===== config.mk =====
export PLATFORM = sky130hd
export DESIGN_NAME = clk_div_multi
export DESIGN_NICKNAME = d
export VERILOG_FILES = /design/src/rtl/clk_div_pkg.sv /design/src/rtl/clk_div_chan.sv /design/src/rtl/clk_div_multi.sv
export SDC_FILE = /design/constraint.sdc
export NUM_CORES = 1
export LEC_CHECK = 0
export CORE_MARGIN = 10
export CORE_UTILIZATION = 30
export CTS_BUF_LIST = sky130_fd_sc_hd__clkbuf_8
export DETAILED_ROUTE_END_ITERATION = 8
export PLACE_DENSITY = 0.51
export RECOVER_POWER = 50
export SLEW_MARGIN = 25
export SYNTH_ARGS = -nofsm -noshare
export SYNTH_HDL_FRONTEND = slang
export SYNTH_SLANG_ARGS = --single-unit

===== constraint.sdc =====
create_clock -name CLK -period 7.9 [get_ports CLK]
set_clock_uncertainty 0.15 [all_clocks]
set_input_delay 1.185 -clock CLK [delete_from_list [all_inputs] [get_ports CLK]]
set_output_delay 1.185 -clock CLK [all_outputs]
set_load 0.1 [all_outputs]

===== src/rtl/clk_div_pkg.sv =====
// ---------------------------------------------------------------------------
// clk_div_pkg
// Shared constants and helpers for the multi-channel clock divider.
//   NUM_CH_DEF        default channel count
//   RATIO_W_DEF       default width of a channel ratio field
//   EDGE_CNT_W_DEF    default width of the optional per-channel edge counter
//   RATIO_BYPASS_MAX  largest ratio value that selects bypass (0 and 1)
//   half_ceil(r)      ceil(r/2), length of the divided high phase
// ---------------------------------------------------------------------------
package clk_div_pkg;

    localparam int unsigned NUM_CH_DEF       = 4;
    localparam int unsigned RATIO_W_DEF      = 8;
    localparam int unsigned EDGE_CNT_W_DEF   = 16;
    localparam int unsigned RATIO_BYPASS_MAX = 1;

    // Written as floor + lsb so r = 2^32-1 cannot overflow.
    function automatic int unsigned half_ceil(input int unsigned r);
        return (r >> 1) + (r & 32'd1);
    endfunction

endpackage


===== src/rtl/clk_div_chan.sv =====
// ---------------------------------------------------------------------------
// clk_div_chan
// One divider channel: period counter, shadow (active) ratio, registered
// divided clock, tick decode and bypass mux.
// Optional feature (macro CLK_DIV_EDGE_CNT_EN): per-channel edge counter.
//
// Ports:
//   i_clk       reference clock, all state on posedge
//   i_rst       synchronous active-high reset
//   i_clk_en    divide enable, 0 = bypass
//   i_ratio     requested ratio; 0 and 1 also mean bypass
//   i_sync      restart at phase 0 on the next edge
//   o_div_clk   divided clock (or i_clk in bypass)
//   o_tick      one-cycle pulse in the first cycle of each high phase
//   i_cnt_clr   (CLK_DIV_EDGE_CNT_EN) clear the edge counter
//   o_edge_cnt  (CLK_DIV_EDGE_CNT_EN) divided rising edges seen
// ---------------------------------------------------------------------------
module clk_div_chan
    import clk_div_pkg::*;
#(
    parameter int unsigned RATIO_W    = RATIO_W_DEF
`ifdef CLK_DIV_EDGE_CNT_EN
    ,
    parameter int unsigned EDGE_CNT_W = EDGE_CNT_W_DEF
`endif
) (
    input  logic               i_clk,
    input  logic               i_rst,
    input  logic               i_clk_en,
    input  logic [RATIO_W-1:0] i_ratio,
    input  logic               i_sync,
`ifdef CLK_DIV_EDGE_CNT_EN
    input  logic               i_cnt_clr,
    output logic [EDGE_CNT_W-1:0] o_edge_cnt,
`endif
    output logic               o_div_clk,
    output logic               o_tick
);

    logic [RATIO_W-1:0] r_act;
    logic [RATIO_W-1:0] r_cnt;
    logic               r_term;
    logic               r_out;

    logic [RATIO_W-1:0] w_act_nxt;
    logic [RATIO_W-1:0] w_cnt_nxt;
    logic               w_term_nxt;
    logic               w_out_nxt;
    logic               w_bypass;
    logic               w_wrap;
    logic [RATIO_W-1:0] w_half;

    assign w_bypass = !i_clk_en || (r_act <= RATIO_W'(RATIO_BYPASS_MAX));
    // ">=" rather than "==" keeps cnt inside the period even if it were ever
    // out of range; in divide mode r_act >= 2 so the subtraction cannot wrap.
    assign w_wrap   = r_term || (r_cnt >= (r_act - RATIO_W'(1)));
    assign w_half   = RATIO_W'(half_ceil(32'(r_act)));

    always_comb begin
        w_act_nxt  = r_act;
        w_cnt_nxt  = r_cnt;
        w_term_nxt = r_term;
        w_out_nxt  = r_out;
        if (i_sync || w_bypass) begin
            // Park at "about to start phase 0"; ratio tracks the input.
            w_act_nxt  = i_ratio;
            w_cnt_nxt  = '0;
            w_term_nxt = 1'b1;
            w_out_nxt  = 1'b0;
        end else begin
            w_term_nxt = 1'b0;
            if (w_wrap) begin
                // New ratio only takes effect at a period boundary.
                w_cnt_nxt = '0;
                w_act_nxt = i_ratio;
            end else begin
                w_cnt_nxt = r_cnt + RATIO_W'(1);
            end
            w_out_nxt = (w_cnt_nxt < w_half);
        end
    end

    always_ff @(posedge i_clk) begin
        if (i_rst) begin
            r_act  <= i_ratio;
            r_cnt  <= '0;
            r_term <= 1'b1;
            r_out  <= 1'b0;
        end else begin
            r_act  <= w_act_nxt;
            r_cnt  <= w_cnt_nxt;
            r_term <= w_term_nxt;
            r_out  <= w_out_nxt;
        end
    end

    assign o_tick    = (r_cnt == '0) && r_out && !w_bypass;
    assign o_div_clk = w_bypass ? i_clk : r_out;

`ifdef CLK_DIV_EDGE_CNT_EN
    logic [EDGE_CNT_W-1:0] r_edge_cnt;

    // In bypass every reference cycle is a divided rising edge.
    always_ff @(posedge i_clk) begin
        if (i_rst || i_cnt_clr) begin
            r_edge_cnt <= '0;
        end else if (o_tick || w_bypass) begin
            r_edge_cnt <= r_edge_cnt + EDGE_CNT_W'(1);
        end
    end

    assign o_edge_cnt = r_edge_cnt;
`endif

endmodule


===== src/rtl/clk_div_multi.sv =====
// ---------------------------------------------------------------------------
// clk_div_multi
// NUM_CH independent clock dividers fed from one reference clock, with
// glitch-free ratio update, per-channel tick and global phase re-alignment.
// Optional feature (macro CLK_DIV_EDGE_CNT_EN): per-channel edge counters.
//
// Ports:
//   CLK          reference clock, all state on posedge
//   RST          synchronous active-high reset
//   i_clk_en     per-channel divide enable, 0 = bypass
//   i_div_ratio  channel k ratio in bits [k*RATIO_W +: RATIO_W]
//   i_sync       single-cycle pulse, restarts all channels at phase 0
//   i_cnt_clr    (CLK_DIV_EDGE_CNT_EN) clear all edge counters
//   o_edge_cnt   (CLK_DIV_EDGE_CNT_EN) channel k in [k*EDGE_CNT_W +: EDGE_CNT_W]
//   o_div_clk    divided clock per channel
//   o_tick       one-cycle pulse per divided rising edge
// ---------------------------------------------------------------------------
module clk_div_multi
    import clk_div_pkg::*;
#(
    parameter int unsigned NUM_CH     = NUM_CH_DEF,
    parameter int unsigned RATIO_W    = RATIO_W_DEF,
    parameter int unsigned EDGE_CNT_W = EDGE_CNT_W_DEF
) (
    input  logic                      CLK,
    input  logic                      RST,
    input  logic [NUM_CH-1:0]         i_clk_en,
    input  logic [NUM_CH*RATIO_W-1:0] i_div_ratio,
    input  logic                      i_sync,
`ifdef CLK_DIV_EDGE_CNT_EN
    input  logic                      i_cnt_clr,
    output logic [NUM_CH*EDGE_CNT_W-1:0] o_edge_cnt,
`endif
    output logic [NUM_CH-1:0]         o_div_clk,
    output logic [NUM_CH-1:0]         o_tick
);

    // One shared sync line so every channel restarts on the same edge.
    logic w_sync;
    assign w_sync = i_sync;

    for (genvar k = 0; k < NUM_CH; k++) begin : g_ch
        clk_div_chan #(
            .RATIO_W    (RATIO_W)
`ifdef CLK_DIV_EDGE_CNT_EN
            ,
            .EDGE_CNT_W (EDGE_CNT_W)
`endif
        ) u_chan (
            .i_clk      (CLK),
            .i_rst      (RST),
            .i_clk_en   (i_clk_en[k]),
            .i_ratio    (i_div_ratio[k*RATIO_W +: RATIO_W]),
            .i_sync     (w_sync),
`ifdef CLK_DIV_EDGE_CNT_EN
            .i_cnt_clr  (i_cnt_clr),
            .o_edge_cnt (o_edge_cnt[k*EDGE_CNT_W +: EDGE_CNT_W]),
`endif
            .o_div_clk  (o_div_clk[k]),
            .o_tick     (o_tick[k])
        );
    end

endmodule


Word level (Yosys, flattened, before mapping)
Index checks and enable logic that the tools add are counted.

storage, ports and cells
  flip-flop bits (word level) = 72
  output and inout port bits = 8
  logic and storage cells = 108

cells by class
  $add $sub $neg = 12
  magnitude comparators = 12
  mux-type cells = 28
  reductions and logical operators = 40

operator list
  cell                 number
  $mux 8               20
  $add 7x1->8          4
  $add 8x1->8 const B  4
  $ge 8x8->1           4
  $le 8x1->1 const B   4
  $logic_not 8->1      4
  $lt 8x8->1           4
  $sub 8x1->8 const B  4
  $logic_or 1x1->1     12
  $reduce_bool 3->1    4
  $logic_and 1x1->1    8
  $logic_not 1->1      8
  $mux 1               8
  $reduce_or 2->1      4

Depth between registers and ports, before layout
  depth after elaboration = 6
  gate-level depth with buffers = 16
  depth with buffers taken out = 15

Hierarchy
A second synthesis with hierarchy kept.

second synthesis, totals
  cells, all modules = 552
  area total of the unflattened synthesis = 5352.6 um^2

modules (own cells, without submodules)
  module                             times used  cells each  area each (um^2)
  clk_div_chan (g_ch[1].u_chan ...)  2           137         1351.3
  clk_div_chan (g_ch[0].u_chan ...)  2           139         1325.0

==> reports/qor.yml <==
run_status:
  status: "finished with violations"
  violations: "capacitance limit, slew limit"
die:
  die_x_um: 152
  placementRows: 48
  die_area_mm2: 0.0230
  initial_core_util_pct: 30.4
  coreArea_mm2: 0.0171
  io_pins: 47
  die_h_um: 152
critical_path:
  critPathLaunch: "CLK"
  worstSetupPathType: "clock port to output pin"
  cp-end-kind: "output pin"
  timing.rr.end: "g_ch[1].u_chan.r_act[1]$_DFFE_PP_"
  reg2reg_depth: 6
  endpoint: "o_div_clk[0]"
  cp.required_ns: 6.57
  r2r_slack_ns: 3.80
  crit_arrival_ns: 5.46
  cp_max_fo: 2
  worstReg2RegStart: "g_ch[1].u_chan.r_act[4]$_DFFE_PP_"
  startpoint_type: "clock port"
finish:
  final_cell_mix: "nor2_1 (95), ha_1 (84), nand3_1 (42), inv_1 (40), dfxtp_1 (40)"
  diodes: 0
  multiInputGateArea_mm2: 0.00317
  fillCellCount: 1757
  drive_above_1_share_pct: 4.76
  regArea_mm2: 0.00176
  area_delta_synth_final_pct: 16.0
  layout.nets: 727
  layout_commonest_cell: "nor2_1"
  post_layout_nonfiller_instances: 834
timing:
  setup_slack_ns: 1.11
  hold_violations: 0
  fin_setup_tns_ns: 0
  setup_viol: 0
  slew_headroom_pct: -40.0
  rsz0062_at_grt: "false"
  tightest_slew_ns: 2.08
  hold_ws_ns: 0.315
  drv_slew: 17
synth:
  yosysWarnings: 0
  synth.area.top_cells: "ha_1 (20%), edfxtp_1 (18%), dfxtp_1 (15%)"
  ys_ff_latch: 72
  avgSynthCellArea_um2: 9.25
  yosysTopAreaCellShare_pct: 20.2
  synth.distinct_cells: 39
  ys_seq_area_share_pct: 33.9
  synth_top_cell_by_area: "ha_1"
  syn_inst: 562
  netlist_area_mm2: 0.00520
  synth_nets: 685
placement:
  pre_cts_slack_ns: 1.42
  hpwl_um: 9170
  gp_congestion: 0.811
  dp_cells: 814
  numPortBuffers: 46
route:
  drt_iter0_drc: 206
  vias: 3937
  wire_per_inst_um: 14.0
  first_pass_iters: 4
  drt_drc_violations_left: 0
  via_per_inst: 4.72
  wl_um: 11700
  antenna_left: 0
run:
  max_cap_violations: 1
power:
  leakage_nw: 2.36
  finalPower_mw: 0.978
  vdd.ir_drop.worst_v: 0.000130
  power_density_mw_per_mm2: 162
hold_path:
  hp-class: "flop to flop"
  min_from: "g_ch[1].u_chan.r_cnt[0]$_SDFF_PP0_"
clocking:
  clk_latency_ns: 0.47
  clk_pin_slew_ns: 0.07
  post_cts_buffers: 0
  cts_resized: 0
  cts_tree: "built"
  ctsHoldBuffers: 0
grt:
  grt_max_degree: 17
  grt_overflow: 0
  grt_pass1_vias: 3996
  antenna_found_initial: 0
  track_usage_pct: 10.6
  grt_pass1_wl_um: 19100
==> cells in the mapped netlist <==
cell type  number
nand2_2         2
nor2_1         95
nor3b_1         4
ha_1           84
o21ai_2         1
o211a_1         4
o211ai_2        1
o41ai_4         4
and4_1          1
nor3_1         12
or2_2           6
and3_1          5
a211oi_1        6
o21a_1          2
nand3_1        42
mux2_2          4
inv_1          35
buf_4           8
or4_4           4
a311o_1         2
o211ai_1        2
buf_2           2
nor2b_1         4
xor2_1         29
o21ai_0        10
or3_1           4
nand2b_1        2
nor4_1         12
a21o_1          2
nor4b_1         1
nand2_1        27
dfxtp_1        40
xnor2_1        39
clkbuf_1        8
nand4_1         7
buf_6           1
edfxtp_1       32
o21ai_1         2
a21oi_1        16
==> sequential cells by signal (all words and copies together) (netlist names) <==
register / cells
g_ch.u_chan.r_term: 4
g_ch.u_chan.r_out: 4
g_ch.u_chan.r_cnt: 32
g_ch.u_chan.r_act: 32
==> critical path, cell delays in order <==
cell             delay, ns
clkbuf_8              0.11
clkbuf_8              0.13
mux2_2                0.28
clkdlybuf4s50_1       0.97
==> layer usage <==
metal	vias up	GRT usage, %	share of wire, %
li1	2039	-	-
met1	1812	12.1	44
met2	60	17.0	48
met3	26	3.56	4.2
met4	0	6.34	3.6
met5	-	0	0
==> stage by stage <==
step                      utilization (%)  instance area (um^2)
after floorplan                         -                  5200
after global placement               34.1                  5830
after detailed placement             34.1                  5830
after CTS                            35.4                  6060
after global routing                 35.2                  6030
final                                35.2                  6030
==> worst min path at each step <==
stage	endpoint	slack, ns	depth (start not counted)
after floorplan	g_ch[1].u_chan.r_cnt[0]$_SDFF_PP0_	0.28	1
after global placement	g_ch[3].u_chan.r_cnt[0]$_SDFF_PP0_	0.29	1
after detailed placement	g_ch[1].u_chan.r_cnt[0]$_SDFF_PP0_	0.31	1
after CTS	g_ch[1].u_chan.r_cnt[0]$_SDFF_PP0_	0.32	1
after global routing	g_ch[1].u_chan.r_cnt[0]$_SDFF_PP0_	0.34	1
final	g_ch[1].u_chan.r_cnt[0]$_SDFF_PP0_	0.31	1
==> cells by family (layout without fill, tap and decap cells) <==
group           Yosys count  in the layout  synth area share (%)
flops                    72             72                  33.9
fa+ha+maj                84             84                  20.2
simple gates            228            228                  20.8
xor+xnor                 68             68                  11.5
mux                       4              4                 0.866
compound gates           52             52                  8.11
buf+inv                  54            101                  4.67
==> where the power goes <==
group	internal [mW]	switching, mW
Sequential	0.400	0.0173
Clock	0.197	0.262
Combinational	0.0498	0.0522
Total	0.647	0.331
==> layout make-up <==
class                   instances  share of cell area (%)
well taps                     225                    4.67
clock buffers                  19                    4.09
flip-flops and latches         72                    29.2
repair buffers                 42                    6.97
multi-input cells             436                    52.6
clock inverters                 5                   0.311
inverters                      35                    2.18
(Power assumes the default switching activity.)
